`src/rtl/dm_store_merge.sv`:
```
// Store merge unit: turns sb/sh/sw requests into whole-word writes to a word-only memory.
// Latency: sw writes one cycle after acceptance; sb/sh read, merge and write back over 3 cycles.
// Backpressure: st_ready is high only in IDLE, so a new request stalls until the current store retires.
module dm_store_merge (
  input  logic        clk,
  input  logic        reset,
  input  logic        st_valid,
  output logic        st_ready,
  input  logic [1:0]  st_op,
  input  logic [31:0] st_addr,
  input  logic [31:0] st_wdata,
  output logic [31:0] mem_addr,
  output logic        mem_rd,
  input  logic [31:0] mem_rdata,
  output logic        mem_we,
  output logic [31:0] mem_wdata,
  output logic        err_align
);

  typedef enum logic [1:0] {IDLE, RD, MERGE, WR} state_t;

  localparam logic [1:0] OP_SB = 2'b01;
  localparam logic [1:0] OP_SH = 2'b10;
  localparam logic [1:0] OP_SW = 2'b11;

  state_t      state;
  logic [1:0]  op_q;
  logic [1:0]  lane_q;     // byte offset within the word
  logic [15:0] half_q;     // only the low half of store data is ever merged
  logic        accept;
  logic        req_ok;
  logic [31:0] merged;

  assign st_ready = (state == IDLE);
  assign accept   = st_valid && st_ready;

  // Alignment check on the incoming request; op 00 is never legal
  always_comb begin
    req_ok = 1'b0;
    case (st_op)
      OP_SB:   req_ok = 1'b1;
      OP_SH:   req_ok = ~st_addr[0];
      OP_SW:   req_ok = (st_addr[1:0] == 2'b00);
      default: req_ok = 1'b0;
    endcase
  end

  // Replace the target lane of the read word; only sb and sh ever reach MERGE
  always_comb begin
    merged = mem_rdata;
    if (op_q == OP_SB) begin
      merged[{lane_q, 3'b000} +: 8] = half_q[7:0];
    end else if (lane_q[1]) begin
      merged[31:16] = half_q;
    end else begin
      merged[15:0] = half_q;
    end
  end

  // Control FSM; memory-side outputs are decoded from the next state and registered
  always_ff @(posedge clk or negedge reset) begin
    if (!reset) begin
      state     <= IDLE;
      op_q      <= 2'b00;
      lane_q    <= 2'b00;
      half_q    <= 16'h0000;
      mem_rd    <= 1'b0;
      mem_we    <= 1'b0;
      mem_addr  <= 32'h0000_0000;
      mem_wdata <= 32'h0000_0000;
      err_align <= 1'b0;
    end else begin
      mem_rd    <= 1'b0;
      mem_we    <= 1'b0;
      err_align <= 1'b0;
      case (state)
        IDLE: begin
          if (accept) begin
            op_q   <= st_op;
            lane_q <= st_addr[1:0];
            half_q <= st_wdata[15:0];
            if (!req_ok) begin
              err_align <= 1'b1;
            end else if (st_op == OP_SW) begin
              state     <= WR;
              mem_we    <= 1'b1;
              mem_addr  <= {st_addr[31:2], 2'b00};
              mem_wdata <= st_wdata;
            end else begin
              state    <= RD;
              mem_rd   <= 1'b1;
              mem_addr <= {st_addr[31:2], 2'b00};
            end
          end
        end
        RD: begin
          state <= MERGE;
        end
        MERGE: begin
          state     <= WR;
          mem_we    <= 1'b1;
          mem_wdata <= merged;
        end
        WR: begin
          state <= IDLE;
        end
        default: begin
          state <= IDLE;
        end
      endcase
    end
  end

endmodule

```
`config.mk`:
```
export PLATFORM = sky130hd
export DESIGN_NAME = dm_store_merge
export DESIGN_NICKNAME = d
export VERILOG_FILES = /design/src/rtl/dm_store_merge.sv
export SDC_FILE = /design/constraint.sdc
export NUM_CORES = 1
export LEC_CHECK = 0
export ABC_CLOCK_PERIOD_IN_PS = 4000
export CAP_MARGIN = 15
export CORE_MARGIN = 1.5
export CORE_UTILIZATION = 45
export DETAILED_ROUTE_END_ITERATION = 10
export GPL_TIMING_DRIVEN = 0
export MAX_ROUTING_LAYER = met4
export PLACE_DENSITY_LB_ADDON = 0.12
export SLEW_MARGIN = 20
export SYNTH_ARGS = -nofsm -noshare
export SYNTH_HDL_FRONTEND = slang
export SYNTH_SLANG_ARGS = --single-unit
```
`constraint.sdc`:
```
create_clock -name clk -period 4 [get_ports clk]
set_input_delay 0.6 -clock clk [delete_from_list [all_inputs] [get_ports clk]]
set_output_delay 0.6 -clock clk [all_outputs]
set_load 0.01 [all_outputs]
```
==> impl_metrics.tcl <==
set metrics [dict create \
    synth_top_family_by_area "multiplexers" \
    gp_congestion 0.891 \
    insertedDiodeCount 0 \
    critPathArrivalTime_ps 2940 \
    synth_mux_area_share_pct 20.0 \
    fin_nets 740 \
    clkLatencyLatePin_ps 370 \
    wl_mm 14.8 \
    firstDrtPassIters 5 \
    grt_start_max_net_pins 51 \
    synth_xor_area_share_pct 0 \
    cp_cell_sequence "clkbuf_1 > inv_1 > ha_1 > buf_6 > or3b_1 > buf_6 > o221ai_1 > a22oi_1 > a21oi_2" \
    fin_skew_ps 12.5 \
    drv_slew 0 \
    cp-start-kind "register" \
    ys_seq_area_share_pct 44.0 \
    ys_types 38 \
    power_frac_comb_pct 58.3 \
    dp_hpwl_mm 11.1 \
    min_period_ps 2640 \
    ys_warn_count 0 \
    switching_share_pct 40.9 \
    wl_per_cell_um 19.1 \
    io_buffers 166 \
    slew_headroom_pct 59.5 \
    ant_nets 0 \
    yosysTopAreaCell "dfrtp_1" \
    cts_tree "yes" \
    cp_max_fo 10 \
    cpMaxStageDelayCell "dfrtp_1" \
    rsz0062_at_grt "false" \
    path_clk_slew_ps 100 \
    clk_path_buf_depth 2 \
    holdBufCountCts 0 \
    synthDominantCellAreaShare_pct 44.0 \
    fin_crit_sh_pct 65.9 \
    post-route-drc-count 0 \
    drt_iter0_markers 301 \
    vias 4368 \
    post_cts_resized 0 \
    setup.worst_path.class "register to register" \
    syn2layout_area_growth_pct 41.5 \
    synthTopCellsByArea "dfrtp_1 (44%), mux2_4 (8.8%), mux2i_1 (6.7%)" \
    slowest_delay_ps 500 \
    viasPerCell 5.63 \
    clockPowerShare_pct 11.3 \
    crit_path_end_kind "register" \
    synthAdderAreaFrac_pct 2.02 \
    maxCapViolations 0 \
    fmax_ghz 0.379 \
    synth_compound_area_share_pct 18.8 \
    synth_seq_cells 87 \
    cts_setup_buffers 0 \
    design_area_mm2 0.00700 \
    finalHoldViolCount 0 \
    cts_buffers 9 \
    finalPower_w 0.00542 \
    switchingPower_w 0.00222 \
    antenna_found_initial 0 \
    first_global_vias 4452 \
    syn_avg_cell_area_um2 10.9 \
    clock-root-buffer "clkbuf_8" \
    tightest_slew_ps 607 \
    io_pins 169 \
    cp_common_cell "buf_6" \
    power.density_mw_per_mm2 775 \
    overflow 0 \
    die_w_um 108 \
    synthesis.area_mm2 0.00494 \
    outcome "complete, no violations" \
    synth_flop_cell "dfrtp_1" \
    drive_gt1_share_pct 16.7 \
    min_path_type "input pin to async pin" \
    die_area_mm2 0.0116 \
    synth_edf_count 0 \
    postPlaceCellArea_mm2 0.00681 \
    die_y_um 108 \
    rows 38 \
    initial_core_util_pct 45.8 \
    cts_sinks 87 \
    power.leakage_nw 2.94 \
    finish.utilization_pct 64.8 \
    grt_pass1_wl_mm 22.9 \
    htree_levels 3 \
    internal_power_w 0.00320 \
    grt_usage_pct 26.4 \
    async_reset_ff_share_pct 100 \
    pwr-share-seq_pct 30.4 \
    setup_viol 0 \
    core_mm2 0.0108 \
    syn_inst 452 \
    ir_drop_uv 405 \
    worstPathRequired_ps 4300 \
    synth_simple_gate_area_share_pct 7.97 \
    fillCellCount 895 \
]
final timing paths:
| path | startpoint | end | slack [ps] | cells past startpoint |
|---|---|---|---|---|
| worst max-delay path | lane_q[0] | mem_wdata[31] | 1360 | 9 |
| worst min-delay path | reset | mem_wdata[0] | 190 | 1 |
| worst max register to register | lane_q[0] | mem_wdata[31] | 1360 | 9 |
| worst min register to register | mem_addr[29] | mem_addr[29] | 520 | 1 |
| max in group asynchronous | reset | mem_addr[25] | 3180 | 2 |
| min in group clk | mem_addr[29] | mem_addr[29] | 520 | 1 |
layer usage:
layer	GRT usage (%)	vias to the layer above	wire length [um]
met5	-	-	0
met4	8.46	0	215
met3	4.48	19	851
met2	42.3	174	7330
met1	34.1	2165	6390
li1	-	2010	-
synth_stat cells, drive strengths merged (2+ instances only):
cell and count:
nand2b 7, o21ai 8, nor3b 2, a31oi 3, mux2 49, ha 8, nor2b 2, buf 29
o211ai 7, a21oi 63, nand4b 6, a221o 8, o221ai 16, dfrtp 87, nand3b 9, inv 25
mux2i 33, a22oi 30, nor2 34, clkbuf 10, nand2 6
cells by family after synthesis:
group	Yosys count
flip-flops	87
AND/OR/NAND/NOR	72
multiplexers	82
adder cells (fa/ha/maj)	8
buffers and inverters	64
AO/OA/AOI/OAI	138
other	1
state kept, by name, indices dropped and copies added, names as in the netlist:
name and flops:
state 2, op_q 2, mem_we 1, half_q 16
lane_q 2, mem_wdata 32, mem_addr 30, mem_rd 1
err_align 1
layout make-up:
class | count | area (um2) | share of cell area [%]
Multi-Input combinational cell | 302 | 2420 | 34.6
Sequential cell | 87 | 2180 | 31.1
Timing Repair Buffer | 167 | 1690 | 24.1
Buffer | 39 | 253 | 3.61
Tap cell | 140 | 175 | 2.50
Clock buffer | 10 | 138 | 1.97
Inverter | 25 | 93.8 | 1.34
Clock inverter | 6 | 50.0 | 0.715
placed cells by master, fill, tap and decap left out, types with 7 or more instances in the layout:
cell | netlist | routed
mux2_2 | 20 | 20
clkbuf_8 | 0 | 10
buf_2 | 16 | 16
o211ai_1 | 7 | 7
nor2_1 | 34 | 34
nand3b_1 | 9 | 9
buf_4 | 6 | 7
nand2b_1 | 7 | 7
o221ai_1 | 16 | 16
a221o_1 | 8 | 8
mux2_4 | 29 | 29
a21oi_2 | 8 | 8
clkbuf_1 | 10 | 10
o21ai_0 | 7 | 7
dfrtp_1 | 87 | 87
a22oi_1 | 30 | 30
inv_1 | 25 | 25
mux2i_1 | 33 | 33
a21oi_1 | 55 | 55
clkdlybuf4s50_1 | 0 | 165
ha_1 | 8 | 8
power by group through the flow:
stage / registers, W / logic, W / clock network, W
after CTS: 0.00164 / 0.00316 / 0.000624
after global placement: 0.00163 / 0.00307 / 0
final: 0.00165 / 0.00317 / 0.000611
after detailed placement: 0.00165 / 0.00314 / 0
after global routing: 0.00170 / 0.00341 / 0.000665
after floorplan: 0.00173 / 0.00176 / 0
metrics by stage:
| stage | worst slack, ps | hold slack [ps] | std cells | TNS [ps] |
|---|---|---|---|---|
| 6_report | 1360 | 191 | 776 | 0 |
| 5_1_grt | 1230 | 225 | 776 | 0 |
| 4_1_cts | 1420 | 201 | 776 | 0 |
| 3_5_place_dp | 1440 | 491 | 760 | 0 |
| 3_3_place_gp | -878 | 485 | 759 | -75720 |
| 2_1_floorplan | 1800 | 304 | 453 | 0 |
critical path: cells and delay by family (launching register included):
kind / cells / cell delay [ps]
AOI/OAI and AO/OA: 3 / 470
and+or+nand+nor: 1 / 380
DFF: 1 / 500
adders and majority gates: 1 / 340
buffers and inverters: 4 / 890
(Power assumes the default switching activity.)
